## config.mk

```make
export PLATFORM = sky130hd
export DESIGN_NAME = dmem_arbiter_flat
export DESIGN_NICKNAME = d
export VERILOG_FILES = /design/src/rtl/dmem_arb_pkg.sv /design/src/rtl/dmem_arbiter_if.sv /design/src/rtl/dmem_arb_starve.sv /design/src/rtl/dmem_arbiter.sv /design/src/flat_wrapper.sv
export SDC_FILE = /design/constraint.sdc
export NUM_CORES = 1
export LEC_CHECK = 0
export CORE_UTILIZATION = 38
export DETAILED_ROUTE_END_ITERATION = 6
export GPL_ROUTABILITY_DRIVEN = 0
export PLACE_DENSITY = 0.86
export SYNTH_ARGS = -nofsm -noshare
export SYNTH_HDL_FRONTEND = slang
export SYNTH_SLANG_ARGS = --single-unit
```

## constraint.sdc

```tcl
create_clock -name Clk -period 2.2 [get_ports Clk]
set_clock_uncertainty 0.15 [all_clocks]
set_input_delay 0.44 -clock Clk [delete_from_list [all_inputs] [get_ports Clk]]
set_output_delay 0.44 -clock Clk [all_outputs]
set_load 0.1 [all_outputs]
```

## src/rtl/dmem_arb_pkg.sv

```systemverilog
// Shared types and defaults for the data-memory arbiter.
package dmem_arb_pkg;

  typedef enum logic [1:0] {OWN_NONE, OWN_CORE, OWN_HOST} owner_t;

  localparam int DEF_ADDR_W     = 8;
  localparam int DEF_DATA_W     = 16;
  localparam int DEF_STARVE_MAX = 4;

  // Bits needed to hold 0..max_cnt inclusive.
  function automatic int cnt_w(input int max_cnt);
    return $clog2(max_cnt + 1);
  endfunction

endpackage

```

## src/rtl/dmem_arbiter_if.sv

```systemverilog
// Core, host and memory-side signals of the data-memory arbiter.
interface dmem_arbiter_if
  import dmem_arb_pkg::*;
#(
  parameter int ADDR_W = DEF_ADDR_W,
  parameter int DATA_W = DEF_DATA_W
);
  logic              core_req;
  logic              core_we;
  logic [ADDR_W-1:0] core_addr;
  logic [DATA_W-1:0] core_wdata;
  logic              core_gnt;
  logic              core_rvalid;
  logic [DATA_W-1:0] core_rdata;

  logic              host_req;
  logic              host_we;
  logic [ADDR_W-1:0] host_addr;
  logic [DATA_W-1:0] host_wdata;
  logic              host_gnt;
  logic              host_rvalid;
  logic [DATA_W-1:0] host_rdata;

  logic [ADDR_W-1:0] mem_addr;
  logic              mem_we;
  logic [DATA_W-1:0] mem_wdata;
  logic [DATA_W-1:0] mem_rdata;

  logic              host_pri;

  // Arbiter side.
  modport slave (
    input  core_req, core_we, core_addr, core_wdata,
    output core_gnt, core_rvalid, core_rdata,
    input  host_req, host_we, host_addr, host_wdata,
    output host_gnt, host_rvalid, host_rdata,
    output mem_addr, mem_we, mem_wdata,
    input  mem_rdata,
    output host_pri
  );

  // Requesters plus memory side.
  modport master (
    output core_req, core_we, core_addr, core_wdata,
    input  core_gnt, core_rvalid, core_rdata,
    output host_req, host_we, host_addr, host_wdata,
    input  host_gnt, host_rvalid, host_rdata,
    input  mem_addr, mem_we, mem_wdata,
    output mem_rdata,
    input  host_pri
  );

endinterface

```

## src/rtl/dmem_arb_starve.sv

```systemverilog
// Host starvation tracker: counts consecutive refused host cycles and
// hands the host priority once the count has saturated.
module dmem_arb_starve
  import dmem_arb_pkg::*;
#(
  parameter int STARVE_MAX = DEF_STARVE_MAX
) (
  input  logic Clk,
  input  logic Reset,
  input  logic host_req,
  input  logic host_gnt,
  output logic host_pri
);

  localparam int            CW      = cnt_w(STARVE_MAX);
  localparam logic [CW-1:0] CNT_MAX = CW'(STARVE_MAX);

  logic [CW-1:0] starve_cnt;

  // Saturating count of consecutive refusals; any service or a dropped request restarts it.
  always_ff @(posedge Clk) begin
    if (Reset)                       starve_cnt <= '0;
    else if (!host_req || host_gnt)  starve_cnt <= '0;
    else if (starve_cnt != CNT_MAX)  starve_cnt <= starve_cnt + 1'b1;
  end

  // Priority rises one cycle after saturation and falls after the host is served.
  always_ff @(posedge Clk) begin
    if (Reset)                       host_pri <= 1'b0;
    else if (!host_req || host_gnt)  host_pri <= 1'b0;
    else if (starve_cnt == CNT_MAX)  host_pri <= 1'b1;
  end

endmodule

```

## src/rtl/dmem_arbiter.sv

```systemverilog
// Two-requester arbiter for the single-port synchronous-read data memory.
// Core has fixed priority unless the starvation tracker promotes the host.
module dmem_arbiter
  import dmem_arb_pkg::*;
#(
  parameter int ADDR_W     = DEF_ADDR_W,
  parameter int DATA_W     = DEF_DATA_W,
  parameter int STARVE_MAX = DEF_STARVE_MAX
) (
  input logic           Clk,
  input logic           Reset,
  dmem_arbiter_if.slave bus
);

  logic              core_win, host_win, pri;
  logic              sel_we;
  logic [ADDR_W-1:0] sel_addr, last_addr;
  logic [DATA_W-1:0] sel_wdata, last_wdata;
  owner_t            rd_owner;

  dmem_arb_starve #(.STARVE_MAX(STARVE_MAX)) u_starve (
    .Clk      (Clk),
    .Reset    (Reset),
    .host_req (bus.host_req),
    .host_gnt (host_win),
    .host_pri (pri)
  );

  // Single winner per cycle; host wins on priority or when the core is idle.
  always_comb begin
    host_win = 1'b0;
    core_win = 1'b0;
    if (!Reset) begin
      host_win = bus.host_req && (pri || !bus.core_req);
      core_win = bus.core_req && !host_win;
    end
  end

  // Steer the winner onto the memory bus; hold the last address/data when idle.
  always_comb begin
    sel_addr  = last_addr;
    sel_wdata = last_wdata;
    sel_we    = 1'b0;
    if (core_win) begin
      sel_addr  = bus.core_addr;
      sel_wdata = bus.core_wdata;
      sel_we    = bus.core_we;
    end else if (host_win) begin
      sel_addr  = bus.host_addr;
      sel_wdata = bus.host_wdata;
      sel_we    = bus.host_we;
    end
  end

  // Remember what was last driven so an idle bus stays put.
  always_ff @(posedge Clk) begin
    if (Reset) begin
      last_addr  <= '0;
      last_wdata <= '0;
    end else if (core_win || host_win) begin
      last_addr  <= sel_addr;
      last_wdata <= sel_wdata;
    end
  end

  // Tag which requester owns the read data arriving next cycle.
  always_ff @(posedge Clk) begin
    if (Reset)                         rd_owner <= OWN_NONE;
    else if (core_win && !bus.core_we) rd_owner <= OWN_CORE;
    else if (host_win && !bus.host_we) rd_owner <= OWN_HOST;
    else                               rd_owner <= OWN_NONE;
  end

  // Return read data to its owner; Reset squashes a read landing in its cycle.
  always_comb begin
    bus.core_rvalid = !Reset && (rd_owner == OWN_CORE);
    bus.host_rvalid = !Reset && (rd_owner == OWN_HOST);
    bus.core_rdata  = bus.core_rvalid ? bus.mem_rdata : '0;
    bus.host_rdata  = bus.host_rvalid ? bus.mem_rdata : '0;
  end

  assign bus.core_gnt  = core_win;
  assign bus.host_gnt  = host_win;
  assign bus.host_pri  = pri;
  assign bus.mem_we    = sel_we;
  assign bus.mem_addr  = Reset ? '0 : sel_addr;
  assign bus.mem_wdata = Reset ? '0 : sel_wdata;

endmodule

```

## src/flat_wrapper.sv

```systemverilog
// flat-port wrapper written by rule: the top's interface ports become plain ports
module dmem_arbiter_flat import dmem_arb_pkg::*;
#(
  parameter int ADDR_W     = DEF_ADDR_W,
  parameter int DATA_W     = DEF_DATA_W,
  parameter int STARVE_MAX = DEF_STARVE_MAX
)
  (Clk, Reset, bus_core_req, bus_core_we, bus_core_addr, bus_core_wdata, bus_core_gnt, bus_core_rvalid, bus_core_rdata, bus_host_req, bus_host_we, bus_host_addr, bus_host_wdata, bus_host_gnt, bus_host_rvalid, bus_host_rdata, bus_mem_addr, bus_mem_we, bus_mem_wdata, bus_mem_rdata, bus_host_pri);
  dmem_arbiter_if #(.ADDR_W(ADDR_W), .DATA_W(DATA_W)) bus_i ();
  input logic Clk;
  input logic Reset;
  input wire logic [$bits(bus_i.core_req)-1:0] bus_core_req;
  input wire logic [$bits(bus_i.core_we)-1:0] bus_core_we;
  input wire logic [$bits(bus_i.core_addr)-1:0] bus_core_addr;
  input wire logic [$bits(bus_i.core_wdata)-1:0] bus_core_wdata;
  output wire logic [$bits(bus_i.core_gnt)-1:0] bus_core_gnt;
  output wire logic [$bits(bus_i.core_rvalid)-1:0] bus_core_rvalid;
  output wire logic [$bits(bus_i.core_rdata)-1:0] bus_core_rdata;
  input wire logic [$bits(bus_i.host_req)-1:0] bus_host_req;
  input wire logic [$bits(bus_i.host_we)-1:0] bus_host_we;
  input wire logic [$bits(bus_i.host_addr)-1:0] bus_host_addr;
  input wire logic [$bits(bus_i.host_wdata)-1:0] bus_host_wdata;
  output wire logic [$bits(bus_i.host_gnt)-1:0] bus_host_gnt;
  output wire logic [$bits(bus_i.host_rvalid)-1:0] bus_host_rvalid;
  output wire logic [$bits(bus_i.host_rdata)-1:0] bus_host_rdata;
  output wire logic [$bits(bus_i.mem_addr)-1:0] bus_mem_addr;
  output wire logic [$bits(bus_i.mem_we)-1:0] bus_mem_we;
  output wire logic [$bits(bus_i.mem_wdata)-1:0] bus_mem_wdata;
  input wire logic [$bits(bus_i.mem_rdata)-1:0] bus_mem_rdata;
  output wire logic [$bits(bus_i.host_pri)-1:0] bus_host_pri;
  assign bus_i.core_req = bus_core_req;
  assign bus_i.core_we = bus_core_we;
  assign bus_i.core_addr = bus_core_addr;
  assign bus_i.core_wdata = bus_core_wdata;
  assign bus_core_gnt = bus_i.core_gnt;
  assign bus_core_rvalid = bus_i.core_rvalid;
  assign bus_core_rdata = bus_i.core_rdata;
  assign bus_i.host_req = bus_host_req;
  assign bus_i.host_we = bus_host_we;
  assign bus_i.host_addr = bus_host_addr;
  assign bus_i.host_wdata = bus_host_wdata;
  assign bus_host_gnt = bus_i.host_gnt;
  assign bus_host_rvalid = bus_i.host_rvalid;
  assign bus_host_rdata = bus_i.host_rdata;
  assign bus_mem_addr = bus_i.mem_addr;
  assign bus_mem_we = bus_i.mem_we;
  assign bus_mem_wdata = bus_i.mem_wdata;
  assign bus_i.mem_rdata = bus_mem_rdata;
  assign bus_host_pri = bus_i.host_pri;
  dmem_arbiter #(.ADDR_W(ADDR_W), .DATA_W(DATA_W), .STARVE_MAX(STARVE_MAX)) u_core (.Clk(Clk), .Reset(Reset), .bus(bus_i));
endmodule
```

==> impl_metrics.ini <==
[critical_path]
critPathRequiredTime_ns = 1.61
cp-start-kind = flop
critPathCaptureType = output pin
critPathLaunch = u_core.u_starve.host_pri$_SDFFE_PP0N_
r2r_setup_slack_ns = 0.41
timing_worst_setup_path_type = flop to output pin
crit_top_cell = buf_12
reg2reg_depth = 7
rr_endpoint = u_core.last_addr[5]$_SDFFE_PP0P_
worstPathMaxFanout = 6
cp.arrival_ns = 1.64
crit_chain = nor2b_4, nand2b_4, buf_12, buf_4, inv_2, a22o_4, buf_12
crit_end = bus_mem_we
critPathSlowestCell = dfxtp_4
slowest_delay_ns = 0.36
rr_startpoint = u_core.u_starve.host_pri$_SDFFE_PP0N_

[synthesis]
netlist_instances = 208
yosys_warnings = 0
netlist-cell-type-count = 24
synthFlopType = dfxtp_1
synth_top_family_by_area = compound AO/OA/AOI/OAI gates
yosysTopAreaCell = dfxtp_1
synth_xor_xnor_area_share_pct = 0.461
yosys-top-cells-area = dfxtp_1, o221a_1, and2_1
synth-seq-cells = 30
synth_nets = 280
synth-simple-area-share_pct = 28.0
synthTopCellsByCount = o221a_1, and2_1, dfxtp_1
syn_area_um2 = 1900
yosysMostFrequentCell = o221a_1
synth_edf_count = 0
ys_seq_area_share_pct = 31.6
synth-compound-area-share_pct = 29.7
synth.top_cell.area_share_pct = 31.6
synthMuxAreaShare_pct = 0
synthAdderAreaFrac_pct = 1.32
synth_area_per_cell_um2 = 9.14
postSynth.asyncResetShare_pct = 0

[drt]
routedWlPerCell_um = 28.6
num_vias = 2736
wl_mm = 12.2
drc = 0
ant_nets = 0
drt_iter0_markers = 218
via_per_inst = 6.39
drt_first_pass_iters = 5

[cells_and_area]
fillers = 109
drive_above_1_share_pct = 49.3
fin_cells = 428
fin_nets = 432
fin_util_pct = 95.5
synthToLayoutAreaGrowth_pct = 139
antennaDiodeCount = 0

[power_and_ir_drop]
p_leak_nw = 1.86
peakVddDrop_uv = 466
p_per_area_nw_per_um2 = 490

[sta]
setup_viol = 5
slew_violations = 0
tightest_slew_ns = 0.420
timing.fmax_ghz = 0.448
finalWorstSetupSlack_ns = -0.0327
slew_headroom_pct = 71.8
fin_crit_ns = 2.23
finalCritPeriodShare_pct = 101
hold_viol = 0

[run_status]
outcome = complete, but fails checks
violations = setup timing

[floorplanning]
die_w_um = 72.7
io-pin-count = 132
coreArea_um2 = 4750
num_rows = 25
die_y_um = 72.7
initial_core_util_pct = 40.0
die_area_um2 = 5290

[cts]
numCtsBuffers = 5
clkTransAtPathRegs_ns = 0.07
clkLatencyLatePin_ns = 0.29
cts_tree = built
clock-sinks = 30
clk_path_buf_depth = 2
htreeDepth = 2
cts_root_buf = clkbuf_8

[grt]
antenna_found_initial = 0
overflow = 0
grt_pass1_wl_mm = 15.7
grt_use_total_pct = 40.6
grt_max_degree = 21
grt_pass1_vias = 2639

[hold_path]
hp-class = flop to flop

[flow_run]
max_cap_violations = 0

[placement]
io_buffer_count = 131
dpl.cell_count = 408
hpwl_mm = 5.43
==> metrics by stage <==
stage               cell area, µm²  hold slack, ns  setup WS, ns  power (mW)  TNS (ns)
global route                  4540           0.471       -0.0573        2.26    -0.312
global placement              4020           0.337        -0.264        1.52    -12.03
CTS                           4490           0.356        0.0151        2.13         0
detailed placement            4020           0.343        -0.311        1.54    -14.81
finish                        4540           0.451       -0.0327        2.23    -0.112
floorplan                     2000           0.320        -0.285        1.13    -0.285
==> repair_timing <==
| action | 4_1_cts | 5_1_grt |
|---|---|---|
| gates resized for setup | 41 | 5 |
| setup buffers | 4 | 5 |
| setup endpoints to repair | 61 | 19 |
| cloned | 3 | 0 |
| hold buffers | 0 | 0 |
| pin swaps | 17 | 1 |
==> power by group <==
| part | switching (mW) | internal [mW] |
|---|---|---|
| Combinational | 0.621 | 0.462 |
| Clock | 0.229 | 0.316 |
| Sequential | 0.0194 | 0.580 |
==> metal layers <==
metal	GRT usage, %	share of wire (%)	wire length [µm]
met1	42.6	33	4040
met2	72.5	48	5930
met3	12.3	11	1330
met4	21.8	7.7	941
met5	0	0	0
==> worst max-delay path: cells and delay by family, from the launching register on <==
family	cells	cell delay (ns)
DFF	1	0.36
and+or+nand+nor	2	0.32
AOI/OAI and AO/OA	1	0.23
buffers and inverters	4	0.43
==> cell type report <==
cell class	count	area (µm²)	share of cell area (%)
clock buffers	8	110	2.42
inverters	3	11.3	0.248
repair buffers	168	2310	50.9
flip-flops and latches	30	604	13.3
multi-input cells	152	1420	31.3
well taps	67	83.8	1.85
==> worst min path at each step <==
stage | start | to | slack [ns] | cells after the start
2_1_floorplan | u_core.u_starve.starve_cnt[2]$_SDFFE_PP0P_ | u_core.u_starve.starve_cnt[1]$_SDFFE_PP0P_ | 0.32 | 2
3_3_place_gp | u_core.u_starve.starve_cnt[1]$_SDFFE_PP0P_ | u_core.u_starve.starve_cnt[1]$_SDFFE_PP0P_ | 0.34 | 2
3_5_place_dp | u_core.u_starve.starve_cnt[2]$_SDFFE_PP0P_ | u_core.u_starve.starve_cnt[1]$_SDFFE_PP0P_ | 0.34 | 2
4_1_cts | u_core.u_starve.starve_cnt[2]$_SDFFE_PP0P_ | u_core.u_starve.starve_cnt[1]$_SDFFE_PP0P_ | 0.36 | 2
5_1_grt | u_core.u_starve.starve_cnt[1]$_SDFFE_PP0P_ | u_core.u_starve.starve_cnt[1]$_SDFFE_PP0P_ | 0.47 | 2
6_report | u_core.u_starve.starve_cnt[1]$_SDFFE_PP0P_ | u_core.u_starve.starve_cnt[1]$_SDFFE_PP0P_ | 0.45 | 2
==> state kept, by name, indices dropped and copies added, names as in the netlist <==
register / flops
u_core.rd_owner: 2
u_core.last_addr: 8
u_core.u_starve.host_pri: 1
u_core.last_wdata: 16
u_core.u_starve.starve_cnt: 3
==> cell usage in the layout, fill, tap and decap left out, types with 2 or more instances in the layout <==
| cell type | Yosys | final |
|---|---|---|
| clkdlybuf4s50_1 | 0 | 66 |
| buf_12 | 0 | 64 |
| dfxtp_1 | 30 | 29 |
| buf_4 | 1 | 28 |
| nor3_1 | 26 | 26 |
| nor2_1 | 29 | 26 |
| o221a_4 | 0 | 24 |
| o221a_1 | 48 | 24 |
| and2_4 | 0 | 18 |
| and2_2 | 0 | 14 |
| clkbuf_8 | 0 | 8 |
| nand2_1 | 4 | 4 |
| nor2_2 | 0 | 3 |
| buf_2 | 12 | 3 |
| inv_1 | 2 | 2 |
| nor3b_2 | 2 | 2 |
| ha_1 | 2 | 2 |
| bufbuf_16 | 0 | 2 |
| buf_8 | 0 | 2 |
| buf_6 | 7 | 2 |
==> cells by family after synthesis <==
| logic type | count (synthesis) |
|---|---|
| fa+ha+maj | 2 |
| flops | 30 |
| buf+inv | 26 |
| xor+xnor | 1 |
| compound gates | 51 |
| simple gates | 98 |
Note: power is estimated with default switching activity, not from simulation.
